--- src/rtl/mux_nchan_scan.sv ---
// mux_nchan_scan: registered N-channel W-bit mux with manual select and round-robin scan
module mux_nchan_scan #(
  parameter int WIDTH = 8,
  parameter int CHANNELS = 4,
  parameter int DWELL = 4,
  localparam int SEL_W = $clog2(CHANNELS)
) (
  input  logic                      clk,
  input  logic                      rst,
  input  logic [CHANNELS*WIDTH-1:0] w,
  input  logic                      en,
  input  logic                      mode,
  input  logic [SEL_W-1:0]          S,
  output logic [WIDTH-1:0]          f,
  output logic                      f_valid,
  output logic [SEL_W-1:0]          ch,
  output logic                      sel_err
);
  localparam int CNT_W = DWELL > 1 ? $clog2(DWELL) : 1;
  typedef enum logic [1:0] {IDLE, MAN, SCAN} state_t;
  state_t state, nxt;
  logic [SEL_W-1:0] ptr;
  logic [CNT_W-1:0] cnt;
  logic last;
  always_comb begin
    nxt = !en ? IDLE : mode ? SCAN : MAN;
    last = cnt == CNT_W'(DWELL - 1);
  end
  // valid follows the state that produced f: any scan cycle, or a manual cycle without a select error
  assign f_valid = state == SCAN || (state == MAN && !sel_err);
  always_ff @(posedge clk or posedge rst)
    if (rst) begin
      state <= IDLE;
      f <= '0;
      ch <= '0;
      sel_err <= 1'b0;
      ptr <= '0;
      cnt <= '0;
    end else begin
      state <= nxt;
      case (nxt)
        IDLE: sel_err <= 1'b0;
        MAN: begin
          ptr <= '0;
          cnt <= '0;
          ch <= S;
          if (32'(S) < CHANNELS) begin
            f <= w[S*WIDTH +: WIDTH];
            sel_err <= 1'b0;
          end else begin
            f <= '0;
            sel_err <= 1'b1;
          end
        end
        default: begin
          f <= w[ptr*WIDTH +: WIDTH];
          ch <= ptr;
          sel_err <= 1'b0;
          cnt <= last ? '0 : cnt + 1'b1;
          if (last) ptr <= ptr == SEL_W'(CHANNELS - 1) ? '0 : ptr + 1'b1;
        end
      endcase
    end
endmodule
--- config.mk ---
export PLATFORM = sky130hd
export DESIGN_NAME = mux_nchan_scan
export DESIGN_NICKNAME = d
export VERILOG_FILES = /design/src/rtl/mux_nchan_scan.sv
export SDC_FILE = /design/constraint.sdc
export NUM_CORES = 1
export LEC_CHECK = 0
export ABC_AREA = 1
export ABC_CLOCK_PERIOD_IN_PS = 1400
export CORE_MARGIN = 8
export CORE_UTILIZATION = 25
export CTS_BUF_LIST = sky130_fd_sc_hd__clkbuf_8
export CTS_CLUSTER_DIAMETER = 200
export DETAILED_ROUTE_END_ITERATION = 12
export GPL_TIMING_DRIVEN = 0
export SYNTH_ARGS = -nofsm -noshare
export SYNTH_HDL_FRONTEND = slang
export SYNTH_SLANG_ARGS = --single-unit
--- constraint.sdc ---
create_clock -name clk -period 1.4 [get_ports clk]
set_input_delay 0.28 -clock clk [delete_from_list [all_inputs] [get_ports clk]]
set_output_delay 0.28 -clock clk [all_outputs]
set_load 0.1 [all_outputs]
Word-level counts from Yosys, hierarchy flattened --
Index checks and enable logic that the tools add are counted.
Storage, ports and cells: register bits after elaboration 16, input bits 38, output and inout port bits 12, word-level logic and storage cells 28
Cells by class: add/sub/neg operators 2, eq/ne operators 5, shift-type cells 2, mux-type cells 9, bitwise logic cells 1, reductions and logical operators 4
Operators by type and width (number):
- indexed part select 32 x 6 -> 8 bit | 2
- case mux 8 bit (2 select lines) | 1
- case mux 2 bit (2 select lines) | 3
- two-way mux 2 bit | 5
- equality test 2 bit (second input constant) | 3
- adder 2 x 1 -> 2 bit (second input constant) | 2
- equality test 2 x 1 -> 1 bit (second input constant) | 2
- logical NOT 2 bit | 1
- AND reduction 2 bit | 1
- nonzero test 2 bit | 1
- logical OR 1 bit | 1
- inverter 1 bit | 1

Depth between registers and ports, before layout --
depth in word-level cells 5, gate-level depth with buffers 10, depth with buffers taken out 9

Least setup slack after synthesis --
Ideal clock, no wire load.
path type flip-flop to output port, start register state[0], end output f_valid, data arrival time 1792 ps, data required time 1120 ps, path slack -672 ps, stages on the path, launching flop included 2, path buffers 0, path through dfrtp_1 xor2_1
On the way: longest elaborated chain between the ends 2, elaborated cells between the ends (all ways) 3, those cells by class eq/ne (2); reduce/logical (1)
Ends and longest elaborated chain:
- start: declaration | RTL line 21 | state_t state, nxt;
- start signal: assignment | RTL line 40 | state <= nxt;
- equality test 2 bit / equality test 2 x 1 -> 1 bit (equally long branches) | RTL line 30 | assign f_valid = state == SCAN || (state == MAN && !sel_err);
- logical OR 1 bit * | RTL line 30
- end: declaration | RTL line 15 | output logic f_valid,
Mark *: on every way between the ends. The rest lies on a longest branch, timed or not.

Worst setup path after layout --
Ends and elaborated chain as after synthesis.

==> impl_metrics.env <==
export IMPL_status="finished, final reports clean"
export IMPL_synth_top_cell_by_area="dfrtp_1"
export IMPL_firstDrtPassIters=4
export IMPL_power_switching_w=0.000707
export IMPL_hold_buffers=0
export IMPL_worstPathArrival_ps=1050
export IMPL_antenna_found_initial=0
export IMPL_first_iter_violations=47
export IMPL_hold_viol=0
export IMPL_grt_pass1_vias=1144
export IMPL_tns_ps=0
export IMPL_fin_crit_sh_pct=95.2
export IMPL_final_seq_area_sq_um=400
export IMPL_cellPowerDensity_mw_per_mm2=974
export IMPL_portBuffers=48
export IMPL_max_cap_viol_count=0
export IMPL_syn_nets=206
export IMPL_hp_class="primary input to asynchronous set/reset pin"
export IMPL_grt_ovfl_total=0
export IMPL_cpPeakStageDelay_ps=430
export IMPL_syn_area_per_cell_sq_um=6.73
export IMPL_timing_final_crit_period_ps=1330
export IMPL_ys_seq_area_share_pct=35.8
export IMPL_die_w_um=82.9
export IMPL_layout_nets=260
export IMPL_yosys_area_share_xor_xnor_pct=0.784
export IMPL_cp_start_kind="flop"
export IMPL_p_leak_nw=0.934
export IMPL_peakVddDrop_v=0.000378
export IMPL_rsz0062_at_grt="no"
export IMPL_io_pin_count=50
export IMPL_fp_row_count=24
export IMPL_coreArea_sq_mm=0.00432
export IMPL_end_kind="primary output"
export IMPL_clkPwrFrac_pct=19.7
export IMPL_synth_compound_area_share_pct=3.14
export IMPL_yosys_area_top_type_share_pct=35.8
export IMPL_cts_buffers_inserted=3
export IMPL_finalWirelength_um=3050
export IMPL_fmax_mhz=751
export IMPL_swShare_pct=42.8
export IMPL_setup_violations=0
export IMPL_tritoncts="built"
export IMPL_grt_usage_pct=8.93
export IMPL_grt_pass1_wl_um=5260
export IMPL_path_cells="xor2_4, buf_12"
export IMPL_viasPerCell=4.14
export IMPL_synthSimpleGateAreaFrac_pct=41.0
export IMPL_critical_path_max_fanout=1
export IMPL_cts_root_buf="clkbuf_8"
export IMPL_tightest_slew_ps=601
export IMPL_synth_top_family_by_area="simple AND/OR/NAND/NOR gates"
export IMPL_drc=0
export IMPL_final_antenna_net_count=0
export IMPL_yosys_warnings=0
export IMPL_worstPathRequired_ps=1120
export IMPL_drive_gt1_share_pct=15.1
export IMPL_cts_htree_levels=1
export IMPL_cts_buffer_depth=2
export IMPL_pwr_share_seq_pct=33.7
export IMPL_synth_area_top_cells="dfrtp_1, nand3_1, nand2_1"
export IMPL_slowest_stage="dfrtp_1"
export IMPL_wl_per_cell_um=11.3
export IMPL_die_area_sq_mm=0.00686
export IMPL_area_growth_pct=51.6
export IMPL_crit_type="flop to primary output"
export IMPL_fp_dieH_um=82.9
export IMPL_synth_distinct_cells=23
export IMPL_slew_headroom_pct=59.9
export IMPL_p_comb_share_pct=46.7
export IMPL_p_int_w=0.000944
export IMPL_fillerInstances=483
export IMPL_cts_sinks=16
export IMPL_synth_area_sq_mm=0.00112
export IMPL_path_clk_slew_ps=60
export IMPL_synthMuxAreaShare_pct=0
export IMPL_setup_slack_ps=67.8
export IMPL_clk_latency_ps=240
export IMPL_total_power_w=0.00165
export IMPL_place_congestion=0.789
export IMPL_post_place_ws_ps=-593
export IMPL_diodes=0
export IMPL_grt_max_degree=17
export IMPL_synth_seq_cells=16
export IMPL_syn_inst=166
export IMPL_dp_final_hpwl_um=2530
export IMPL_multi_input_area_sq_um=549
export IMPL_yosys_area_share_adder_pct=2.24
export IMPL_final_max_slew_viol_count=0
export IMPL_skew_ps=1.68
export IMPL_vias=1119
export IMPL_start_util_pct=25.8
-- worst max-delay path, delay by kind of cell, from the launching register on --
kind,cells,cell delay [ps]
XOR/XNOR,1,200
buffers and inverters,1,190
flip-flops,1,430
-- stage by stage --
step | area (sq um) | util [%] | std cells | hold WS [ps]
final | 1690 | 39.2 | 270 | 414
after detailed placement | 1680 | 38.9 | 266 | 468
after CTS | 1670 | 38.7 | 269 | 434
after global placement | 1680 | 38.9 | 266 | 463
after floorplan | 1140 | - | 166 | 194
after global routing | 1690 | 39.2 | 270 | 465
-- power groups by stage --
stage / clock, W / combinational [W] / sequential, W
after global placement: 0 / 0.000797 / 0.000564
after floorplan: 0 / 0.000249 / 0.000864
after global routing: 0.000362 / 0.000832 / 0.000565
after CTS: 0.000335 / 0.000764 / 0.000556
final: 0.000324 / 0.000770 / 0.000556
after detailed placement: 0 / 0.000802 / 0.000565
-- synth_stat cells --
master    n
nand3_2   2
nand3_1  36
conb_1    1
inv_2     3
ha_1      2
nor2_1    4
nand2_4   3
or2_0     3
o21ai_0   1
o21ai_2   1
nor2_2    1
buf_6     1
a21oi_1   1
nand2_1  46
a22o_1    1
inv_1    35
buf_2     2
xor2_1    1
buf_4     3
o31ai_1   1
dfrtp_1  16
nor3_1    1
nand2_2   1
-- layout by cell type, fill, tap and decap left out, types with 2 or more instances in the layout --
master,Yosys,routed
clkbuf_8,0,3
or2_0,3,3
nand3_2,2,2
buf_4,3,5
dlygate4sd2_1,0,2
ha_1,2,2
inv_2,3,3
nand2_4,3,3
nand3_1,36,36
inv_1,35,35
dfrtp_1,16,16
clkdlybuf4s50_1,0,35
nand2_1,46,46
nor2_1,4,4
buf_2,2,11
-- cell type report --
cell class / count / share of cell area [%]
Clock buffer: 3 / 2.44
Tap cell: 52 / 3.84
Buffer: 6 / 2.95
Multi-Input combinational cell: 106 / 32.4
Timing Repair Buffer: 49 / 26.3
Inverter: 38 / 8.42
Sequential cell: 16 / 23.6
-- sequential cells by signal (all words and copies together) (netlist names) --
register  flops
f             8
ch            2
cnt           2
ptr           2
state         2
-- kinds of logic (layout without fill, tap and decap cells) --
family / count (synthesis) / after routing
XOR/XNOR: 1 / 1
AND/OR/NAND/NOR: 97 / 97
other: 1 / 1
adder cells (fa/ha/maj): 2 / 2
AO/OA/AOI/OAI: 5 / 5
flip-flops: 16 / 16
buffers and inverters: 44 / 96
-- timing repair --
| action | 4_1_cts | 5_1_grt |
|---|---|---|
| hold endpoints to repair | 0 | 0 |
| buffers inserted | 0 | 1 |
| pin swaps | 0 | 1 |
| endpoints found under the setup margin | 19 | 3 |
| gates resized for setup | 59 | 5 |
-- path summary, 6_finish.rpt --
kind	start	to	slack [ps]	cells past startpoint
min in group clk	f[5]	f[5]	470	2
max in group asynchronous	rst	cnt[1]	600	2
max	state[0]	f_valid	70	2
max reg2reg	ptr[0]	f[4]	150	6
min	rst	f[4]	410	2
min reg2reg	f[5]	f[5]	470	2
-- routing by layer --
metal	vias to the layer above	track usage, %	part of all wire [%]
li1	610	-	-
met1	469	12.1	49
met2	36	12.7	42
met3	4	2.44	7.3
met4	0	4.31	1.8
met5	-	0	0
Note: power is estimated with default switching activity, not from simulation.
